[src/rtl/ls_sequencer.sv]
// Load/store sequencer: one core request -> one or two word-aligned memory beats.
// Define LS_MISALIGN_EN to split misaligned accesses; otherwise they retire with err.
module ls_sequencer #(
    parameter int AW = 32,
    parameter int DW = 32
) (
    input  logic          clk,
    input  logic          rst,
    input  logic          req_valid,
    output logic          req_ready,
    input  logic [4:0]    lsunit,
    input  logic [AW-1:0] address,
    input  logic [DW-1:0] wdata,
    output logic [DW-1:0] rdata_out,
    output logic          done,
    output logic          err,
    output logic          mem_req,
    output logic          mem_we,
    output logic [AW-1:0] mem_addr,
    output logic [DW-1:0] mem_wdata,
    output logic [3:0]    mem_strobe,
    input  logic          mem_ack,
    input  logic [DW-1:0] mem_rdata
);
    // Handshake: a request transfers on a rising edge where req_valid && req_ready;
    // a memory beat completes on a rising edge where mem_req && mem_ack.
    typedef enum logic [1:0] {IDLE, BEAT0, BEAT1, RESP} state_t;

    state_t        state, state_d;
    logic [4:0]    unit_q;
    logic [AW-1:0] addr_q;
    logic [DW-1:0] wdata_q;
    logic [DW-1:0] lo_q, lo_d;
`ifdef LS_MISALIGN_EN
    logic [DW-1:0] hi_q, hi_d;
`endif

    logic          done_d, err_d, req_d, we_d;
    logic [AW-1:0] maddr_d;
    logic [DW-1:0] mwdata_d, rdata_d;
    logic [3:0]    strobe_d;

    // While idle the live request is decoded so beat 0 can be registered on acceptance
    logic [4:0]    unit_s;
    logic [AW-1:0] addr_s;
    logic [DW-1:0] wdata_s;
    assign unit_s  = (state == IDLE) ? lsunit  : unit_q;
    assign addr_s  = (state == IDLE) ? address : addr_q;
    assign wdata_s = (state == IDLE) ? wdata   : wdata_q;

    logic [1:0]      off;
    logic            illegal, misal;
    logic [2:0]      nbytes;
    logic [3:0]      nmask;
    logic [7:0]      m8;
    logic [DW-1:0]   wsized;
    logic [2*DW-1:0] d64;
    logic [AW-1:0]   base;
    logic            accept;

    assign off     = addr_s[1:0];
    assign illegal = (unit_s[1:0] == 2'b11) || (unit_s[2] && unit_s[1]);
    assign misal   = ({2'b00, off} + {1'b0, nbytes}) > 4'd4;
    assign m8      = {4'b0000, nmask} << off;
    assign d64     = {{DW{1'b0}}, wsized} << {off, 3'b000};
    assign base    = {addr_s[AW-1:2], 2'b00};
    assign accept  = (state == IDLE) && req_valid && lsunit[4];
    assign req_ready = (state == IDLE);

    always_comb begin
        nbytes = 3'd4;
        nmask  = 4'b1111;
        wsized = wdata_s;
        case (unit_s[1:0])
            2'b00: begin nbytes = 3'd1; nmask = 4'b0001; wsized = {{(DW-8){1'b0}}, wdata_s[7:0]}; end
            2'b01: begin nbytes = 3'd2; nmask = 4'b0011; wsized = {{(DW-16){1'b0}}, wdata_s[15:0]}; end
            default: ;
        endcase
    end

`ifndef LS_MISALIGN_EN
    logic unused_upper;
    assign unused_upper = ^{m8[7:4], d64[2*DW-1:DW]};
`endif

    // Load assembly: the two beats form a 64-bit window shifted down by the byte offset
    logic [2*DW-1:0] word;
    logic [DW-1:0]   shifted, result;
    always_comb begin
`ifdef LS_MISALIGN_EN
        word = {hi_d, lo_d};
`else
        word = {{DW{1'b0}}, lo_d};
`endif
        shifted = DW'(word >> {off, 3'b000});
        case (unit_s[2:0])
            3'b000:  result = {{(DW-8){shifted[7]}}, shifted[7:0]};
            3'b001:  result = {{(DW-16){shifted[15]}}, shifted[15:0]};
            3'b100:  result = {{(DW-8){1'b0}}, shifted[7:0]};
            3'b101:  result = {{(DW-16){1'b0}}, shifted[15:0]};
            default: result = shifted;
        endcase
        if (unit_s[3]) result = '0;
    end

    always_comb begin
        state_d  = state;
        done_d   = 1'b0;
        err_d    = 1'b0;
        req_d    = 1'b0;
        we_d     = 1'b0;
        maddr_d  = '0;
        mwdata_d = '0;
        strobe_d = 4'b0000;
        rdata_d  = rdata_out;
        lo_d     = lo_q;
`ifdef LS_MISALIGN_EN
        hi_d     = hi_q;
`endif
        case (state)
            IDLE: begin
                if (accept) begin
`ifdef LS_MISALIGN_EN
                    if (illegal) begin
`else
                    if (illegal || misal) begin
`endif
                        state_d = RESP;
                        done_d  = 1'b1;
                        err_d   = 1'b1;
                        rdata_d = '0;
                    end else begin
                        state_d  = BEAT0;
                        req_d    = 1'b1;
                        we_d     = unit_s[3];
                        maddr_d  = base;
                        mwdata_d = d64[DW-1:0];
                        strobe_d = unit_s[3] ? m8[3:0] : 4'b0000;
                    end
                end
            end
            BEAT0: begin
                if (mem_ack) begin
                    lo_d = mem_rdata;
`ifdef LS_MISALIGN_EN
                    if (misal) begin
                        state_d  = BEAT1;
                        req_d    = 1'b1;
                        we_d     = unit_s[3];
                        maddr_d  = base + AW'(4);
                        mwdata_d = d64[2*DW-1:DW];
                        strobe_d = unit_s[3] ? m8[7:4] : 4'b0000;
                    end else
`endif
                    begin
                        state_d = RESP;
                        done_d  = 1'b1;
                        rdata_d = result;
                    end
                end else begin
                    req_d    = 1'b1;
                    we_d     = unit_s[3];
                    maddr_d  = base;
                    mwdata_d = d64[DW-1:0];
                    strobe_d = unit_s[3] ? m8[3:0] : 4'b0000;
                end
            end
`ifdef LS_MISALIGN_EN
            BEAT1: begin
                if (mem_ack) begin
                    hi_d    = mem_rdata;
                    state_d = RESP;
                    done_d  = 1'b1;
                    rdata_d = result;
                end else begin
                    req_d    = 1'b1;
                    we_d     = unit_s[3];
                    maddr_d  = base + AW'(4);
                    mwdata_d = d64[2*DW-1:DW];
                    strobe_d = unit_s[3] ? m8[7:4] : 4'b0000;
                end
            end
`endif
            default: state_d = IDLE;
        endcase
    end

    always_ff @(posedge clk) begin
        if (rst) begin
            state      <= IDLE;
            done       <= 1'b0;
            err        <= 1'b0;
            mem_req    <= 1'b0;
            mem_we     <= 1'b0;
            mem_addr   <= '0;
            mem_wdata  <= '0;
            mem_strobe <= 4'b0000;
            rdata_out  <= '0;
            unit_q     <= '0;
            addr_q     <= '0;
            wdata_q    <= '0;
            lo_q       <= '0;
`ifdef LS_MISALIGN_EN
            hi_q       <= '0;
`endif
        end else begin
            state      <= state_d;
            done       <= done_d;
            err        <= err_d;
            mem_req    <= req_d;
            mem_we     <= we_d;
            mem_addr   <= maddr_d;
            mem_wdata  <= mwdata_d;
            mem_strobe <= strobe_d;
            rdata_out  <= rdata_d;
            lo_q       <= lo_d;
`ifdef LS_MISALIGN_EN
            hi_q       <= hi_d;
`endif
            if (accept) begin
                unit_q  <= lsunit;
                addr_q  <= address;
                wdata_q <= wdata;
            end
        end
    end
endmodule

[config.mk]
export PLATFORM = sky130hd
export DESIGN_NAME = ls_sequencer
export DESIGN_NICKNAME = d
export VERILOG_FILES = /design/src/rtl/ls_sequencer.sv
export SDC_FILE = /design/constraint.sdc
export NUM_CORES = 1
export LEC_CHECK = 0
export BUFFER_PORTS_ARGS = -buffer_cell sky130_fd_sc_hd__buf_2
export CORE_UTILIZATION = 58
export CTS_CLUSTER_SIZE = 16
export DETAILED_ROUTE_END_ITERATION = 7
export PLACE_DENSITY = 0.93
export SLEW_MARGIN = 40
export SYNTH_ARGS = -nofsm -noshare
export SYNTH_HDL_FRONTEND = slang
export SYNTH_SLANG_ARGS = --single-unit
[constraint.sdc]
create_clock -name clk -period 6 [get_ports clk]
set_input_delay 0.6 -clock clk [delete_from_list [all_inputs] [get_ports clk]]
set_output_delay 0.6 -clock clk [all_outputs]
set_load 0.03 [all_outputs]
==> results.yml, run 1 <==
synth:
  synthCells: 977
  yosys.area.top_type: "dfxtp_1"
  synthesis.area_sq_um: 8670
  synthTopCellsByArea: "dfxtp_1, mux2i_1, nand2_1"
  yosysSeqAreaShare_pct: 47.1
  synth_top_area_share_pct: 47.1
  synth_seq_cells: 204
  avgSynthCellArea_sq_um: 8.87
  async_flop_share_pct: 0
  synth.distinct_cells: 59
  synthFlopType: "dfxtp_1"
  synth_edf_count: 0
  yosys_warnings: 0
sta:
  finalSetupTns_ns: 0
  hold_violations: 0
  tightestPinTransition_ns: 0.817
  slew-limit-headroom_pct: 45.5
  slew_viol_final: 0
  fmax_mhz: 243
  skew_ns: 0.0118
  finalSetupViolCount: 0
  finalCriticalPeriod_ns: 4.12
  setup_ws_ns: 1.88
  period_share_pct: 68.7
  rsz0062_at_grt: "no"
final_layout:
  mostFrequentLayoutCells: "buf_2, dfxtp_1, nand2_1"
  layout.cells.non_filler: 1336
  final_nets: 1245
  layout_commonest_cell: "buf_2"
  drive_gt1_share_pct: 23.5
  final_core_util_pct: 71.3
  syn_to_final_growth_pct: 19.5
worst_setup_path:
  r2r_setup_slack_ns: 1.88
  path_class: "reg2reg"
  cp-end-kind: "flop"
  startpoint_type: "flop"
  critPathMaxFanout: 77
  worstPathArrival_ns: 4.46
  required_ns: 6.34
clock_tree:
  cts_buffers: 21
  clock_latency_ns: 0.49
  cts_setup_buffers: 0
  cts_tree: "built"
  cts_resized: 0
  cts_hold_buf: 0
  cts-root-buf: "clkbuf_16"
  htreeDepth: 1
  clock-sinks: 204
  clk_pin_slew_ns: 0.06
  clock_path_buffers: 3
grt:
  antenna_found_initial: 2
  grt_pass1_wl_um: 38500
  grt_use_total_pct: 30.2
  grt_max_degree: 105
  overflow: 0
  grt_pass1_vias: 7664
power:
  powerDensity_nw_per_um2: 317
  peakVddDrop_mv: 0.213
  cellLeakagePower_nw: 4.76
die:
  initial_core_util_pct: 59.7
  core_sq_um: 14500
  dieArea_sq_um: 15400
  die_y_um: 124
  ioPinCount: 210
  rows: 44
  dieWidth_um: 124
detailed_routing:
  drt-total-wl_um: 24200
  drc: 9
  viasPerCell: 6.11
  dr.first_iter.drc_count: 880
  wl_per_cell_um: 18.1
  antenna_left: 0
  first_pass_iters: 8
  num_vias: 8157
hold_path:
  hold_class: "in2reg"
place:
  pre_cts_slack_ns: 2.05
  place.gp.congestion: 0.926
  port_buffers: 207
  dpl.hpwl_um: 15700
  place_inst: 1297
run_status:
  status: "complete, but fails checks"
  violations: "DRC"
flow_run:
  maxCapViolations: 0
## report_power, final
part	total, mW	leakage [nW]	switching [mW]	internal (mW)
Clock	1.27	0.335	0.515	0.750
Combinational	0.579	2.77	0.387	0.192
Sequential	1.44	1.65	0.0309	1.41
## flip-flops by register name, summed over array words and instances, names as in the netlist
signal and count:
done 1, mem_wdata 32, rdata_out 32, mem_we 1, mem_strobe 4, wdata_q 32, err 1, state 2
mem_req 1, mem_addr 30, unit_q 4, addr_q 32, lo_q 32
## through the flow
step / instance area, sq um / hold slack, ns / power (mW)
floorplan: 8670 / 0.432 / 1.87
global placement: 9650 / 0.438 / 2.01
detailed placement: 9670 / 0.446 / 2.02
CTS: 10300 / 0.350 / 3.28
global route: 10400 / 0.355 / 3.40
finish: 10400 / 0.352 / 3.28
## path summary, 6_finish.rpt
| kind | startpoint | endpoint | cells past startpoint |
|---|---|---|---|
| worst max register to register | state[0] | mem_wdata[12] | 12 |
| worst min-delay path | wdata[28] | wdata_q[28] | 3 |
| worst min register to register | addr_q[9] | addr_q[9] | 2 |
| worst max-delay path | state[0] | mem_wdata[12] | 12 |
## cell families after synthesis
kind of cell,count (synthesis),synth area share [%]
simple gates,341,18.0
compound gates,200,15.7
other cells,1,0.0432
mux,107,12.4
flops,204,47.1
fa+ha+maj,4,0.664
buf+inv,120,6.15
## Yosys cell counts (4+ instances only)
cell	instances
a211o_1	8
a2bb2oi_1	7
and2_1	4
nand2_1	186
a211oi_1	18
buf_2	32
dfxtp_1	204
o21ai_0	9
o2111ai_1	17
or2b_1	4
buf_4	7
mux2i_1	107
nand2b_1	5
a21oi_1	83
nor3_1	43
o22ai_1	15
nor4_1	18
inv_1	35
nor2b_1	9
nand3_1	12
a22oi_1	11
clkbuf_1	40
nor2_1	39
o211ai_1	8
o221ai_1	8
## cell type report
| type | instances | area (sq um) |
|---|---|---|
| diodes | 2 | 5.00 |
| clock buffers | 31 | 613 |
| clock inverters | 6 | 58.8 |
| fillers | 1058 | 4180 |
| inverters | 37 | 140 |
| multi-input cells | 654 | 4100 |
| flip-flops and latches | 204 | 4080 |
| well taps | 184 | 230 |
| repair buffers | 218 | 1130 |
## critical path: stages, from the launching register on
cell and delay, ns:
dfxtp_1 0.69, or2_1 0.60, clkinv_2 0.21, buf_6 0.38, nand2_1 0.16, nand2_1 0.14
nor2b_1 0.19, fa_1 0.49, nand2b_1 0.12, nand3_1 0.17, a32oi_4 0.29, buf_4 0.39
nor4_1 0.12
## layer usage
| layer | routed length (um) | GRT usage, % | part of all wire (%) | vias to the layer above |
|---|---|---|---|---|
| met1 | 9370 | 37.6 | 39 | 3799 |
| met3 | 2320 | 5.76 | 9.6 | 116 |
| li1 | - | - | - | 3736 |
| met5 | 0 | 0 | 0 | - |
| met4 | 1030 | 12.3 | 4.2 | 0 |
| met2 | 11500 | 51.2 | 48 | 506 |
Power figures use the tool's default switching activity.
==> run 2: changes to the inputs <==
Settings changed: CORE_UTILIZATION 58 to 54, PLACE_DENSITY 0.93 to 0.87.
Clock period 6 ns to 3.9 ns, I/O delays scaled along.
==> results.yml, run 2 (synthesis results as in run 1) <==
worst_setup_path:
  path_class: "reg2reg"
  path_common_cell: "buf_4"
  startpoint_type: "flop"
  worstPathArrival_ns: 3.62
  cpLargestDelayFamily: "simple AND/OR/NAND/NOR gates"
  path_buf_inv: 3
  crit_chain: "buf_4 > or2_1 > clkinv_2 > o31ai_4 > ha_1 > fa_1 > nand2b_1 > nand3_1 > a32oi_4 > buf_4 > nor4_1"
  cp-end-kind: "flop"
  critPathMaxStageDelay_ns: 0.52
  critPathMaxFanout: 34
  required_ns: 4.26
  cp_slowest_cell: "o31ai_4"
detailed_routing:
  viasPerCell: 5.82
  dr.first_iter.drc_count: 847
  first_pass_iters: 5
  antenna_left: 0
  wl_per_cell_um: 17.5
  drc: 0
  num_vias: 8002
  drt-total-wl_um: 24100
clock_tree:
  clock_path_buffers: 3
  cts_resized: 0
  clk_pin_slew_ns: 0.06
  cts_hold_buf: 0
  cts_tree: "built"
  cts_buffers: 21
  clock-sinks: 204
  cts_setup_buffers: 0
  cts-root-buf: "clkbuf_16"
  htreeDepth: 1
  clock_latency_ns: 0.49
power:
  powerDensity_nw_per_um2: 488
  cellLeakagePower_nw: 4.81
  peakVddDrop_mv: 0.341
sta:
  slew_viol_final: 0
  finalSetupViolCount: 0
  finalCriticalPeriod_ns: 3.26
  rsz0062_at_grt: "no"
  period_share_pct: 83.5
  hold_violations: 0
  hold_slack_ns: 0.144
  skew_ns: 0.00727
  tightestPinTransition_ns: 0.856
  slew-limit-headroom_pct: 42.9
  setup_ws_ns: 0.645
  fmax_mhz: 307
  finalSetupTns_ns: 0
die:
  core_sq_um: 15400
  ioPinCount: 210
  die_y_um: 129
  dieWidth_um: 129
  initial_core_util_pct: 56.2
  dieArea_sq_um: 16600
  rows: 45
grt:
  grt_max_degree: 77
  grt_pass1_wl_um: 37500
  grt_use_total_pct: 28.6
  antenna_found_initial: 4
  grt_pass1_vias: 7415
  overflow: 0
hold_path:
  hold_class: "in2reg"
final_layout:
  final_nets: 1255
  drive_gt1_share_pct: 24.0
  layout_commonest_cell: "buf_2"
  fin_area_sq_um: 10500
  final_core_util_pct: 67.9
  fill_cells: 1233
  mostFrequentLayoutCells: "buf_2, dfxtp_1, nand2_1"
  syn_to_final_growth_pct: 20.8
place:
  pre_cts_slack_ns: 0.717
  port_buffers: 207
  dpl.hpwl_um: 15900
  place.gp.congestion: 0.917
  placed_area_sq_um: 9780
flow_run:
  maxCapViolations: 0
run_status:
  status: "completed"
run 2: changes by cell type in the layout (fill, tap and decap cells not counted), sizes merged:
cell,before,now
clkinv,5,3
bufinv,1,2
clkbuf,31,32
diode,2,5
buf,218,228
inv,37,36
run 2: routing by layer:
metal	vias up	wire (um)	global-route usage, %
met5	-	0	0
met4	0	810	12.2
met3	73	2030	5.78
met2	418	11400	46.4
met1	3759	9870	37.0
li1	3752	-	-
run 2: per-stage QoR:
| stage | cells | power (mW) |
|---|---|---|
| after global placement | 1334 | 3.11 |
| after global routing | 1374 | 5.30 |
| final | 1375 | 5.12 |
| after CTS | 1370 | 5.12 |
| after floorplan | 978 | 2.88 |
| after detailed placement | 1334 | 3.13 |
run 2: power by group:
group	internal [mW]	total, mW	switching, mW	leakage (nW)
sequential	2.17	2.20	0.0364	1.65
clock	1.22	2.01	0.790	0.338
combinational	0.306	0.907	0.600	2.82
total	3.69	5.12	1.43	4.81
run 2: path summary, 6_finish.rpt:
| kind | start | depth (start not counted) | slack, ns | end |
|---|---|---|---|---|
| worst max-delay path | state[1] | 11 | 0.64 | mem_wdata[12] |
| worst min-delay path | wdata[29] | 3 | 0.14 | wdata_q[29] |
| worst max register to register | state[1] | 11 | 0.64 | mem_wdata[12] |
| worst min register to register | wdata_q[31] | 2 | 0.45 | wdata_q[31] |
run 2: area by class of cell:
type | count | area [sq um] | area share [%]
inverters | 37 | 140 | 1.34
well taps | 211 | 264 | 2.52
flip-flops and latches | 204 | 4080 | 39.0
diodes | 5 | 12.5 | 0.119
repair buffers | 228 | 1200 | 11.5
clock buffers | 32 | 617 | 5.89
multi-input cells | 654 | 4090 | 39.0
clock inverters | 4 | 70.1 | 0.669
run 2: worst register-to-register path, cell delays in order, from the launching register on:
cell      delay, ns
dfxtp_1        0.31
buf_4          0.19
or2_1          0.16
clkinv_2       0.10
o31ai_4        0.52
ha_1           0.33
fa_1           0.41
nand2b_1       0.17
nand3_1        0.16
a32oi_4        0.14
buf_4          0.27
nor4_1         0.38
==> run 3: changes to the inputs <==
Settings changed: ABC_AREA from default to 1.
Clock period 3.9 ns to 3.4 ns, I/O delays scaled along.
==> results.yml, run 3 <==
sta:
  fmax_mhz: 321
  skew_ns: 0.0202
  period_share_pct: 91.6
  finalSetupViolCount: 0
  hold_violations: 0
  rsz0062_at_grt: "no"
  tightestPinTransition_ns: 0.709
  slew-limit-headroom_pct: 52.2
  finalCriticalPeriod_ns: 3.11
  finalSetupTns_ns: 0
  slew_viol_final: 0
grt:
  overflow: 0
  grt_pass1_vias: 7869
  grt_use_total_pct: 28.9
  antenna_found_initial: 2
  grt_max_degree: 105
  grt_pass1_wl_um: 38900
worst_setup_path:
  path_class: "reg2reg"
  required_ns: 3.84
  startpoint_type: "flop"
  worstPathArrival_ns: 3.55
  cp-end-kind: "flop"
  critPathMaxFanout: 29
synth:
  avgSynthCellArea_sq_um: 7.16
  synth_commonest_cells: "nand2_1, dfxtp_1, nor2_1"
  yosys.area.top_type: "dfxtp_1"
  async_flop_share_pct: 0
  synth_top_area_share_pct: 45.9
  yosys_warnings: 0
  synth_seq_cells: 204
  synth_edf_count: 0
  synth.distinct_cells: 35
  synthFlopType: "dfxtp_1"
  synthCells: 1242
  yosys.cell_count.top_type: "nand2_1"
  synthTopCellsByArea: "dfxtp_1, nand2_1, a21oi_1"
  yosysSeqAreaShare_pct: 45.9
  synthesis.area_sq_um: 8890
power:
  peakVddDrop_mv: 0.382
  clock_power_share_pct: 31.8
  p_int_mw: 4.73
  cellLeakagePower_nw: 5.09
  powerDensity_nw_per_um2: 703
  p_sw_mw: 2.78
  swShare_pct: 37.0
  power_frac_comb_pct: 32.3
  p_seq_share_pct: 35.9
final_layout:
  mostFrequentLayoutCells: "nand2_1, buf_2, dfxtp_1"
  syn_to_final_growth_pct: 20.1
  layout_commonest_cell: "nand2_1"
  fill_cells: 1402
  fin_area_sq_um: 10700
  final_core_util_pct: 66.7
  drive_gt1_share_pct: 22.0
  final_nets: 1515
  layout.cells.non_filler: 1636
die:
  dieArea_sq_um: 17000
  dieWidth_um: 130
  rows: 46
  core_sq_um: 16000
  ioPinCount: 210
  initial_core_util_pct: 55.6
  die_y_um: 130
clock_tree:
  clock-sinks: 204
  cts_setup_buffers: 0
  cts_hold_buf: 0
  clk_pin_slew_ns: 0.06
  cts_resized: 0
  cts_buffers: 21
  cts_tree: "built"
  htreeDepth: 1
  clock_latency_ns: 0.51
  clock_path_buffers: 3
  cts-root-buf: "clkbuf_16"
detailed_routing:
  antenna_left: 0
  viasPerCell: 5.39
  first_pass_iters: 6
  wl_per_cell_um: 15.1
  drt-total-wl_um: 24600
  num_vias: 8813
  dr.first_iter.drc_count: 1158
  drc: 0
place:
  dpl.hpwl_um: 16600
  port_buffers: 207
  place_inst: 1599
  place.gp.congestion: 0.925
  placed_area_sq_um: 9960
hold_path:
  hold_class: "in2reg"
run_status:
  status: "completed"
flow_run:
  maxCapViolations: 0
[run 3: changes by cell type after synthesis, sizes merged, moves of 17 or more]
cell,previous run,this run
inv,36,96
nor2,40,152
o21ai,12,133
mux2i,107,2
nand2,186,309
nor4,18,0
o2111ai,17,0
a21oi,83,138
a211oi,19,1
nand3,12,54
[run 3: per-stage QoR]
step                hold WS, ns  power [mW]  worst slack (ns)
floorplan                 0.425        4.51             0.580
global placement          0.434        5.04             0.448
detailed placement        0.443        5.09             0.301
CTS                      0.0751        7.47             0.295
global route             0.0868        7.88            0.0458
finish                   0.0786        7.50             0.287
[run 3: per-layer routing]
metal,GRT usage (%),vias up,part of all wire (%)
li1,-,4305,-
met1,39.5,3984,43
met2,45.7,463,44
met3,6.23,59,10
met4,8.55,2,2.6
met5,0,-,0.053
[run 3: final cells by class]
type                       instances  area (sq um)  share of cell area (%)
sequential                       204          4080                    38.3
multi-input combinational        855          4030                    37.7
timing repair buffer             227          1210                    11.4
clock buffer                      26           574                    5.38
inverter                          97           364                    3.41
tap                              216           270                    2.53
clock inverter                     9           131                    1.23
antenna                            2          5.00                  0.0469
[run 3: power by group through the flow]
stage	Sequential, mW	Clock, mW	Combinational [mW]
after floorplan	2.91	0	1.60
after global placement	2.74	0	2.30
after detailed placement	2.75	0	2.34
after CTS	2.69	2.40	2.37
after global routing	2.71	2.50	2.67
final	2.70	2.38	2.42
[run 3: path summary, 6_finish.rpt]
check	from	to	slack (ns)	cells past startpoint
worst max-delay path	state[0]	mem_addr[18]	0.29	14
worst min-delay path	address[7]	addr_q[7]	0.08	3
worst max register to register	state[0]	mem_addr[18]	0.29	14
worst min register to register	wdata_q[27]	wdata_q[27]	0.45	2
[run 3: critical path: stages, from the launching register on]
cell and delay [ns]:
dfxtp_1 0.38, nor2_4 0.38, o21ai_2 0.16, nand2_1 0.12, clkinv_1 0.09, ha_1 0.24, fa_1 0.49, inv_1 0.06
nand2_1 0.04, nand3_1 0.09, nand2_2 0.09, o21ai_4 0.24, nand2_4 0.29, buf_12 0.27, nor3_2 0.11
[run 3: kinds of logic (layout without fill, tap and decap cells)]
| family | after synthesis | after routing | share of synthesized area (%) |
|---|---|---|---|
| AO/OA/AOI/OAI | 285 | 285 | 17.0 |
| adder cells (fa/ha/maj) | 4 | 4 | 0.647 |
| buffers and inverters | 184 | 359 | 8.87 |
| flip-flops | 204 | 204 | 45.9 |
| multiplexers | 2 | 2 | 0.225 |
| other | 1 | 4 | 0.0422 |
| AND/OR/NAND/NOR | 562 | 562 | 27.3 |
